### config.mk
export PLATFORM = sky130hd
export DESIGN_NAME = width_down_converter_flat
export DESIGN_NICKNAME = d
export VERILOG_FILES = /design/src/rtl/width_down_converter_pkg.sv /design/src/rtl/width_down_converter_if.sv /design/src/rtl/width_down_converter_slice_mux.sv /design/src/rtl/width_down_converter.sv /design/src/flat_wrapper.sv
export SDC_FILE = /design/constraint.sdc
export NUM_CORES = 1
export LEC_CHECK = 0
export ABC_AREA = 1
export CAP_MARGIN = 20
export CORE_MARGIN = 8
export CORE_UTILIZATION = 30
export DETAILED_ROUTE_END_ITERATION = 7
export DONT_BUFFER_PORTS = 1
export SETUP_SLACK_MARGIN = 0.15
export SLEW_MARGIN = 20
export SYNTH_ARGS = -nofsm -noshare
export SYNTH_HDL_FRONTEND = slang
export SYNTH_HIERARCHICAL = 1
export SYNTH_SLANG_ARGS = --single-unit
export TNS_END_PERCENT = 50
### constraint.sdc
create_clock -name clk -period 1.5 [get_ports clk]
set_clock_uncertainty 0.15 [all_clocks]
set_input_delay 0.375 -clock clk [delete_from_list [all_inputs] [get_ports clk]]
set_output_delay 0.375 -clock clk [all_outputs]
set_load 0.05 [all_outputs]
### src/rtl/width_down_converter_pkg.sv
// Shared types and default widths for the width down-converter (package wdc_pkg).
package wdc_pkg;

    typedef enum logic {
        ST_EMPTY = 1'b0,
        ST_FULL  = 1'b1
    } state_e;

    localparam int unsigned WDC_IN_W  = 16;
    localparam int unsigned WDC_OUT_W = 8;

endpackage : wdc_pkg

### src/rtl/width_down_converter_if.sv
// Word-in / slice-out handshake bundle; out_last exists only when WDC_LAST_EN is defined.
interface width_down_converter_if
    import wdc_pkg::*;
#(
    parameter int unsigned IN_W  = WDC_IN_W,
    parameter int unsigned OUT_W = WDC_OUT_W
);
    logic [IN_W-1:0]  in_data;
    logic             in_valid;
    logic             in_ready;
    logic [OUT_W-1:0] out_data;
    logic             out_valid;
    logic             out_ready;
    logic             busy;
`ifdef WDC_LAST_EN
    logic             out_last;

    modport master (
        output in_data, in_valid, out_ready,
        input  in_ready, out_data, out_valid, busy, out_last
    );

    modport slave (
        input  in_data, in_valid, out_ready,
        output in_ready, out_data, out_valid, busy, out_last
    );
`else
    modport master (
        output in_data, in_valid, out_ready,
        input  in_ready, out_data, out_valid, busy
    );

    modport slave (
        input  in_data, in_valid, out_ready,
        output in_ready, out_data, out_valid, busy
    );
`endif

endinterface : width_down_converter_if

### src/rtl/width_down_converter_slice_mux.sv
// Combinational slice selector: picks slice idx of the holding word in LSB- or MSB-first order.
module wdc_slice_mux #(
    parameter int unsigned IN_W      = 16,
    parameter int unsigned OUT_W     = 8,
    parameter bit          MSB_FIRST = 1'b0,
    parameter int unsigned IDX_W     = 1
) (
    input  logic [IN_W-1:0]  hold,
    input  logic [IDX_W-1:0] idx,
    output logic [OUT_W-1:0] out_data
);
    localparam int unsigned RATIO = IN_W / OUT_W;

    logic [IDX_W-1:0] sel;

    always_comb begin
        sel      = MSB_FIRST ? (IDX_W'(RATIO - 1) - idx) : idx;
        out_data = '0;
        for (int unsigned i = 0; i < RATIO; i++) begin
            if (sel == IDX_W'(i)) begin
                out_data = hold[i*OUT_W +: OUT_W];
            end
        end
    end

endmodule : wdc_slice_mux

### src/rtl/width_down_converter.sv
// IN_W -> OUT_W gearbox with valid/ready on both sides; optional out_last via WDC_LAST_EN.
module width_down_converter
    import wdc_pkg::*;
#(
    parameter int unsigned IN_W      = WDC_IN_W,
    parameter int unsigned OUT_W     = WDC_OUT_W,
    parameter bit          MSB_FIRST = 1'b0
) (
    input logic                   clk,
    input logic                   rst,
    width_down_converter_if.slave bus
);
    localparam int unsigned RATIO = IN_W / OUT_W;
    localparam int unsigned IDX_W = (RATIO > 1) ? $clog2(RATIO) : 1;
    localparam logic [IDX_W-1:0] IDX_LAST = IDX_W'(RATIO - 1);

    if ((IN_W % OUT_W != 0) || (RATIO < 2)) begin : g_bad_cfg
        $error("width_down_converter: IN_W must be a multiple of OUT_W with ratio >= 2");
    end

    state_e           state_q, state_d;
    logic [IDX_W-1:0] idx_q, idx_d;
    logic [IN_W-1:0]  hold_q, hold_d;

    logic last_c;
    logic out_fire_c;
    logic in_take_c;
    logic load_c;

    // A new word may enter when empty, or on the same edge the final slice leaves.
    assign last_c     = (state_q == ST_FULL) && (idx_q == IDX_LAST);
    assign out_fire_c = (state_q == ST_FULL) && bus.out_ready;
    assign in_take_c  = (state_q == ST_EMPTY) || (last_c && bus.out_ready);
    assign load_c     = bus.in_valid && in_take_c;

    always_ff @(posedge clk or negedge rst) begin
        if (!rst) begin
            state_q <= ST_EMPTY;
            idx_q   <= '0;
            hold_q  <= '0;
        end else begin
            state_q <= state_d;
            idx_q   <= idx_d;
            hold_q  <= hold_d;
        end
    end

    always_comb begin
        state_d = state_q;
        idx_d   = idx_q;
        hold_d  = hold_q;
        case (state_q)
            ST_EMPTY: begin
                if (load_c) begin
                    hold_d  = bus.in_data;
                    idx_d   = '0;
                    state_d = ST_FULL;
                end
            end
            ST_FULL: begin
                if (load_c) begin
                    hold_d = bus.in_data;
                    idx_d  = '0;
                end else if (out_fire_c) begin
                    if (last_c) begin
                        idx_d   = '0;
                        state_d = ST_EMPTY;
                    end else begin
                        idx_d = idx_q + IDX_W'(1);
                    end
                end
            end
            default: state_d = ST_EMPTY;
        endcase
    end

    always_comb begin
        bus.in_ready  = in_take_c;
        bus.out_valid = (state_q == ST_FULL);
        bus.busy      = (state_q == ST_FULL);
`ifdef WDC_LAST_EN
        bus.out_last  = last_c;
`endif
    end

    wdc_slice_mux #(
        .IN_W      (IN_W),
        .OUT_W     (OUT_W),
        .MSB_FIRST (MSB_FIRST),
        .IDX_W     (IDX_W)
    ) u_slice_mux (
        .hold     (hold_q),
        .idx      (idx_q),
        .out_data (bus.out_data)
    );

endmodule : width_down_converter
### src/flat_wrapper.sv
// flat-port wrapper written by rule: the top's interface ports become plain ports
module width_down_converter_flat import wdc_pkg::*;
#(
    parameter int unsigned IN_W      = WDC_IN_W,
    parameter int unsigned OUT_W     = WDC_OUT_W,
    parameter bit          MSB_FIRST = 1'b0
)
  (clk, rst, bus_in_data, bus_in_valid, bus_out_ready, bus_in_ready, bus_out_data, bus_out_valid, bus_busy);
  width_down_converter_if #(.IN_W(IN_W), .OUT_W(OUT_W)) bus_i ();
  input logic clk;
  input logic rst;
  input wire logic [$bits(bus_i.in_data)-1:0] bus_in_data;
  input wire logic [$bits(bus_i.in_valid)-1:0] bus_in_valid;
  input wire logic [$bits(bus_i.out_ready)-1:0] bus_out_ready;
  output wire logic [$bits(bus_i.in_ready)-1:0] bus_in_ready;
  output wire logic [$bits(bus_i.out_data)-1:0] bus_out_data;
  output wire logic [$bits(bus_i.out_valid)-1:0] bus_out_valid;
  output wire logic [$bits(bus_i.busy)-1:0] bus_busy;
  assign bus_i.in_data = bus_in_data;
  assign bus_i.in_valid = bus_in_valid;
  assign bus_i.out_ready = bus_out_ready;
  assign bus_in_ready = bus_i.in_ready;
  assign bus_out_data = bus_i.out_data;
  assign bus_out_valid = bus_i.out_valid;
  assign bus_busy = bus_i.busy;
  width_down_converter #(.IN_W(IN_W), .OUT_W(OUT_W), .MSB_FIRST(MSB_FIRST)) u_core (.clk(clk), .rst(rst), .bus(bus_i));
endmodule
After elaboration in Yosys (flattened, before gate mapping)
Index checks and enable logic that the tools add are counted.
{"block": "word_totals", "regBits": 18, "input_bits": 20, "wordCells": 25}
{"block": "op_classes", "add_sub_neg": 1, "n_eq_ne": 2, "mux": 12, "n_bitwise": 1, "reduce_logical": 6}
{"operator": "16-bit two-way mux", "count": 1}
{"operator": "1-bit two-way mux", "count": 8}
{"operator": "8-bit two-way mux", "count": 1}
{"operator": "1-bit logical AND", "count": 4}
{"operator": "1-bit one-hot mux with 2 select lines", "count": 2}
{"operator": "3-bit != test (second input constant)", "count": 1}
{"operator": "2-bit by 1-bit != test with 1-bit output (second input constant)", "count": 1}
{"operator": "2-bit AND reduction", "count": 1}
{"operator": "1-bit adder (second input constant)", "count": 1}
{"operator": "1-bit logical OR", "count": 1}
{"operator": "1-bit NOT", "count": 1}

Depth between registers and ports, before layout
{"block": "depth", "depth_word": 6, "mapped_depth": 6}

By module
The synthesis kept the hierarchy.
{"mod": "width_down_converter", "n_inst": 1, "cells_each": 81, "area_per_inst_um2": 742.0, "seq_area_each_um2": 450.4}
{"mod": "wdc_slice_mux", "n_inst": 1, "cells_each": 26, "area_per_inst_um2": 105.1, "seq_area_each_um2": 0.0}

Worst setup path after synthesis
OpenSTA, ideal clock, no wires.
{"block": "synth_timing", "kind": "flip-flop to output port", "from": "register u_core.state_q (netlist: u_core/bus.busy)", "to": "output bus_in_ready", "t_arrival_ns": 1.086, "required_ns": 0.975, "path_slack_ns": -0.111, "stages_incl_launch_ff": 4, "path_buffers": 2, "path_cell_list": "dfrtp_1 nand2_2 buf_6 buf_6"}
{"block": "synth_between", "elab_chain_cells": 3}
{"element": "start: declaration", "line": "width_down_converter.sv:21", "rtl": "state_e state_q, state_d;"}
{"element": "start signal: assignment", "line": "width_down_converter.sv:42", "rtl": "state_q <= state_d;"}
{"element": "1-bit logical AND", "line": "width_down_converter.sv:31", "rtl": "assign last_c = (state_q == ST_FULL) && (idx_q == IDX_LAST);"}
{"element": "1-bit logical AND", "line": "width_down_converter.sv:33", "rtl": "assign in_take_c = (state_q == ST_EMPTY) || (last_c && bus.out_ready);"}
{"element": "1-bit logical OR *", "line": "width_down_converter.sv:33"}
{"element": "end: declaration", "line": "flat_wrapper.sv:15", "rtl": "output wire logic [$bits(bus_i.in_ready)-1:0] bus_in_ready;"}
Mark *: on every way between the ends. The rest lies on a longest branch, timed or not.

Final worst setup path
{"block": "layout_timing", "from": "register u_core.idx_q", "to": "output bus_out_data[1]"}
{"block": "layout_between", "elab_chain_cells": 1}
{"element": "start: declaration", "line": "width_down_converter.sv:22", "rtl": "logic [IDX_W-1:0] idx_q, idx_d;"}
{"element": "start signal: assignment", "line": "width_down_converter.sv:43", "rtl": "idx_q <= idx_d;"}
{"element": "8-bit two-way mux", "line": "width_down_converter_slice_mux.sv:20", "rtl": "if (sel == IDX_W'(i)) begin"}
{"element": "end: declaration", "line": "flat_wrapper.sv:16", "rtl": "output wire logic [$bits(bus_i.out_data)-1:0] bus_out_data;"}
No other way between the ends.

==> impl_metrics.py <==
metrics = {
    "logic_synthesis": {
        "synth_top_area_frac": 0.532,
        "yosysMostFrequentCell": "nand2_1",
        "synth_edf_count": 0,
        "mappedNetlistNets": 127,
        "yosys.area.top_type": "dfrtp_1",
        "synthTopCellsByCount": "nand2_1 (59), dfrtp_1 (18), nand3_1 (16)",
        "syn_area_um2": 847,
        "ys_types": 11,
        "synthCells": 107,
        "synth-seq-cells": 18,
        "synth_warnings": 6,
        "synth_ff_type": "dfrtp_1",
        "synth.area.top_cells": "dfrtp_1 (53%), nand2_1 (26%), nand3_1 (9.5%)",
        "ys_seq_area_frac": 0.532,
        "async_reset_ff_frac": 1.00,
        "syn_area_per_cell_um2": 7.92,
    },
    "floorplan": {
        "dieWidth_um": 69.1,
        "die_y_um": 69.1,
        "core-area_um2": 2710,
        "rows": 19,
        "initial_core_util": 0.313,
        "dieArea_um2": 4780,
        "pin_count": 31,
    },
    "critical_path": {
        "start_kind": "flop",
        "endpoint": "bus_out_data[1]",
        "worst-setup-path-type": "reg2out",
        "r2r_end": "u_core/hold_q[3]$_DFFE_PN0P_",
        "cp.arrival_ns": 1.17,
        "timing.critical_path.buf_inv": 1,
        "cp_top_family": "flip-flops",
        "reg2reg_depth": 8,
        "reg2reg_from": "u_core/idx_q$_DFFE_PN0P_",
        "r2r_setup_slack_ns": 0.06,
        "slowest_delay_ns": 0.43,
        "crit_path_end_kind": "primary output",
        "cp_slowest_cell": "dfrtp_1",
        "required_ns": 0.97,
        "cp_cell_sequence": "buf_12 -> nand2_1 -> nand2_8",
        "path_depth": 3,
        "crit_fanout": 7,
        "critPathLaunch": "u_core/idx_q$_DFFE_PN0P_",
    },
    "run_status": {
        "status": "finished with violations",
        "violations": "negative setup slack",
    },
    "drt": {
        "drtPass1Iterations": 4,
        "ant_nets": 0,
        "post_drt_wl_per_cell_um": 16.3,
        "vias_per_cell": 4.92,
        "post-route-drc-count": 0,
        "wirelength_mm": 2.35,
        "drt_iter0_markers": 37,
        "num_vias": 709,
    },
    "global_routing": {
        "grt_pass1_wl_mm": 3.98,
        "grt_max_degree": 20,
        "gr-total-overflow": 0,
        "antenna_found_initial": 0,
        "grt_pass1_vias": 792,
        "grt_usage": 0.102,
    },
    "clocking": {
        "cts_tree": "done",
        "cts.clk_slew.worst_paths_ns": 0.10,
        "h-tree-depth": 1,
        "clk_latency_ns": 0.29,
        "cts_made_buffers": 3,
        "cts_sinks": 18,
        "cts-root-buf": "clkbuf_4",
        "cts_buffer_depth": 2,
    },
    "sta": {
        "rsz0062_at_grt": "true",
        "setup_violations": 9,
        "slew_headroom": 0.439,
        "worst_pin_slew_ns": 0.841,
        "slew_violations": 0,
        "whs_ns": 0.0277,
        "period_share": 1.13,
        "timing.fmax_ghz": 0.589,
        "fin_crit_ns": 1.70,
        "final_hold_viol_count": 0,
        "fin_ws_ns": -0.199,
    },
    "power": {
        "vdd_ir_drop_max_mv": 1.33,
        "pwr-share-clk": 0.098,
        "switching_share": 0.517,
        "seq_power_share": 0.324,
        "power.switching_w": 0.00134,
        "intPower_w": 0.00125,
        "combPwrFrac": 0.578,
        "power_w": 0.00259,
        "p_leak_nw": 0.607,
        "p_per_area_nw_per_um2": 2160,
    },
    "place": {
        "gp_congestion": 0.807,
        "place_area_um2": 986,
        "io_buffers": 0,
        "pre_cts_slack_ns": 0.111,
    },
    "hold_path": {
        "holdCritPathClass": "in2reg",
    },
    "flow_run": {
        "maxCapViolCount": 0,
    },
    "layout": {
        "fin_nets": 134,
        "syn_to_final_growth_pct": 41.7,
        "n_antenna_cell": 0,
        "drive_gt1_frac": 0.310,
        "stdcell_area_um2": 1200,
    },
}
[through the flow]
step	instances	utilization	TNS [ns]
floorplan	107	-	0
global placement	137	0.364	0
detailed placement	137	0.364	0
CTS	143	0.436	-1.68
global route	144	0.443	-2.20
finish	144	0.443	-1.61
[layer usage]
layer,wire (um),global-route usage,up-vias
li1,-,-,347
met4,14,0.0273,0
met2,1200,0.166,20
met3,156,0.0501,2
met5,0,0,-
met1,979,0.116,340
[layout make-up]
cell class	instances	area [um2]
clock buffers	4	26.3
fillers	285	1510
inverters	2	23.8
multi-input cells	80	542
flip-flops and latches	18	452
well taps	31	38.8
repair buffers	9	118
[timing repair]
action	4_1_cts	5_1_grt
resized for setup	25	4
cloned	0	0
buffers inserted	1	1
pin swaps	10	3
setup endpoints to repair	27	45
hold buffers	1	0
endpoints found under the hold margin	18	0
[layout by cell type, fill, tap and decap left out]
master,instances
clkbuf_4,3
dfrtp_2,1
a21oi_2,1
nand2_2,4
nand2_8,9
inv_16,1
dlymetal6s4s_1,1
nand2_1,40
nand3_1,16
clkbuf_1,1
buf_8,1
dfrtp_1,17
nor2_1,2
buf_4,4
buf_12,3
inv_1,1
nand2_4,8
[state kept, by name, summed over array words and instances (netlist names)]
register         count
u_core/bus.busy      1
u_core/idx_q         1
u_core/hold_q       16
[power groups by stage]
| stage | sequential (W) | clock (W) | combinational [W] |
|---|---|---|---|
| detailed placement | 0.000808 | 0 | 0.00119 |
| CTS | 0.000836 | 0.000266 | 0.00148 |
| global placement | 0.000802 | 0 | 0.00117 |
| global route | 0.000860 | 0.000296 | 0.00160 |
| floorplan | 0.000786 | 0 | 0.00104 |
| finish | 0.000838 | 0.000255 | 0.00150 |
[kinds of logic (layout without fill, tap and decap cells)]
group,Yosys count,count (layout),share of synthesized area
flip-flops,18,18,0.532
buffers and inverters,9,15,0.0783
AND/OR/NAND/NOR,79,79,0.380
AO/OA/AOI/OAI,1,1,0.0103
[worst min-delay path by stage]
stage / start / end / depth (start not counted)
after floorplan: rst / u_core/bus.busy$_DFF_PN0_ / 0
after global placement: rst / u_core/hold_q[8]$_DFFE_PN0P_ / 0
after detailed placement: rst / u_core/hold_q[15]$_DFFE_PN0P_ / 0
after CTS: bus_in_valid / u_core/bus.busy$_DFF_PN0_ / 2
after global routing: bus_in_valid / u_core/bus.busy$_DFF_PN0_ / 2
final: bus_in_valid / u_core/bus.busy$_DFF_PN0_ / 2
(Power assumes the default switching activity.)
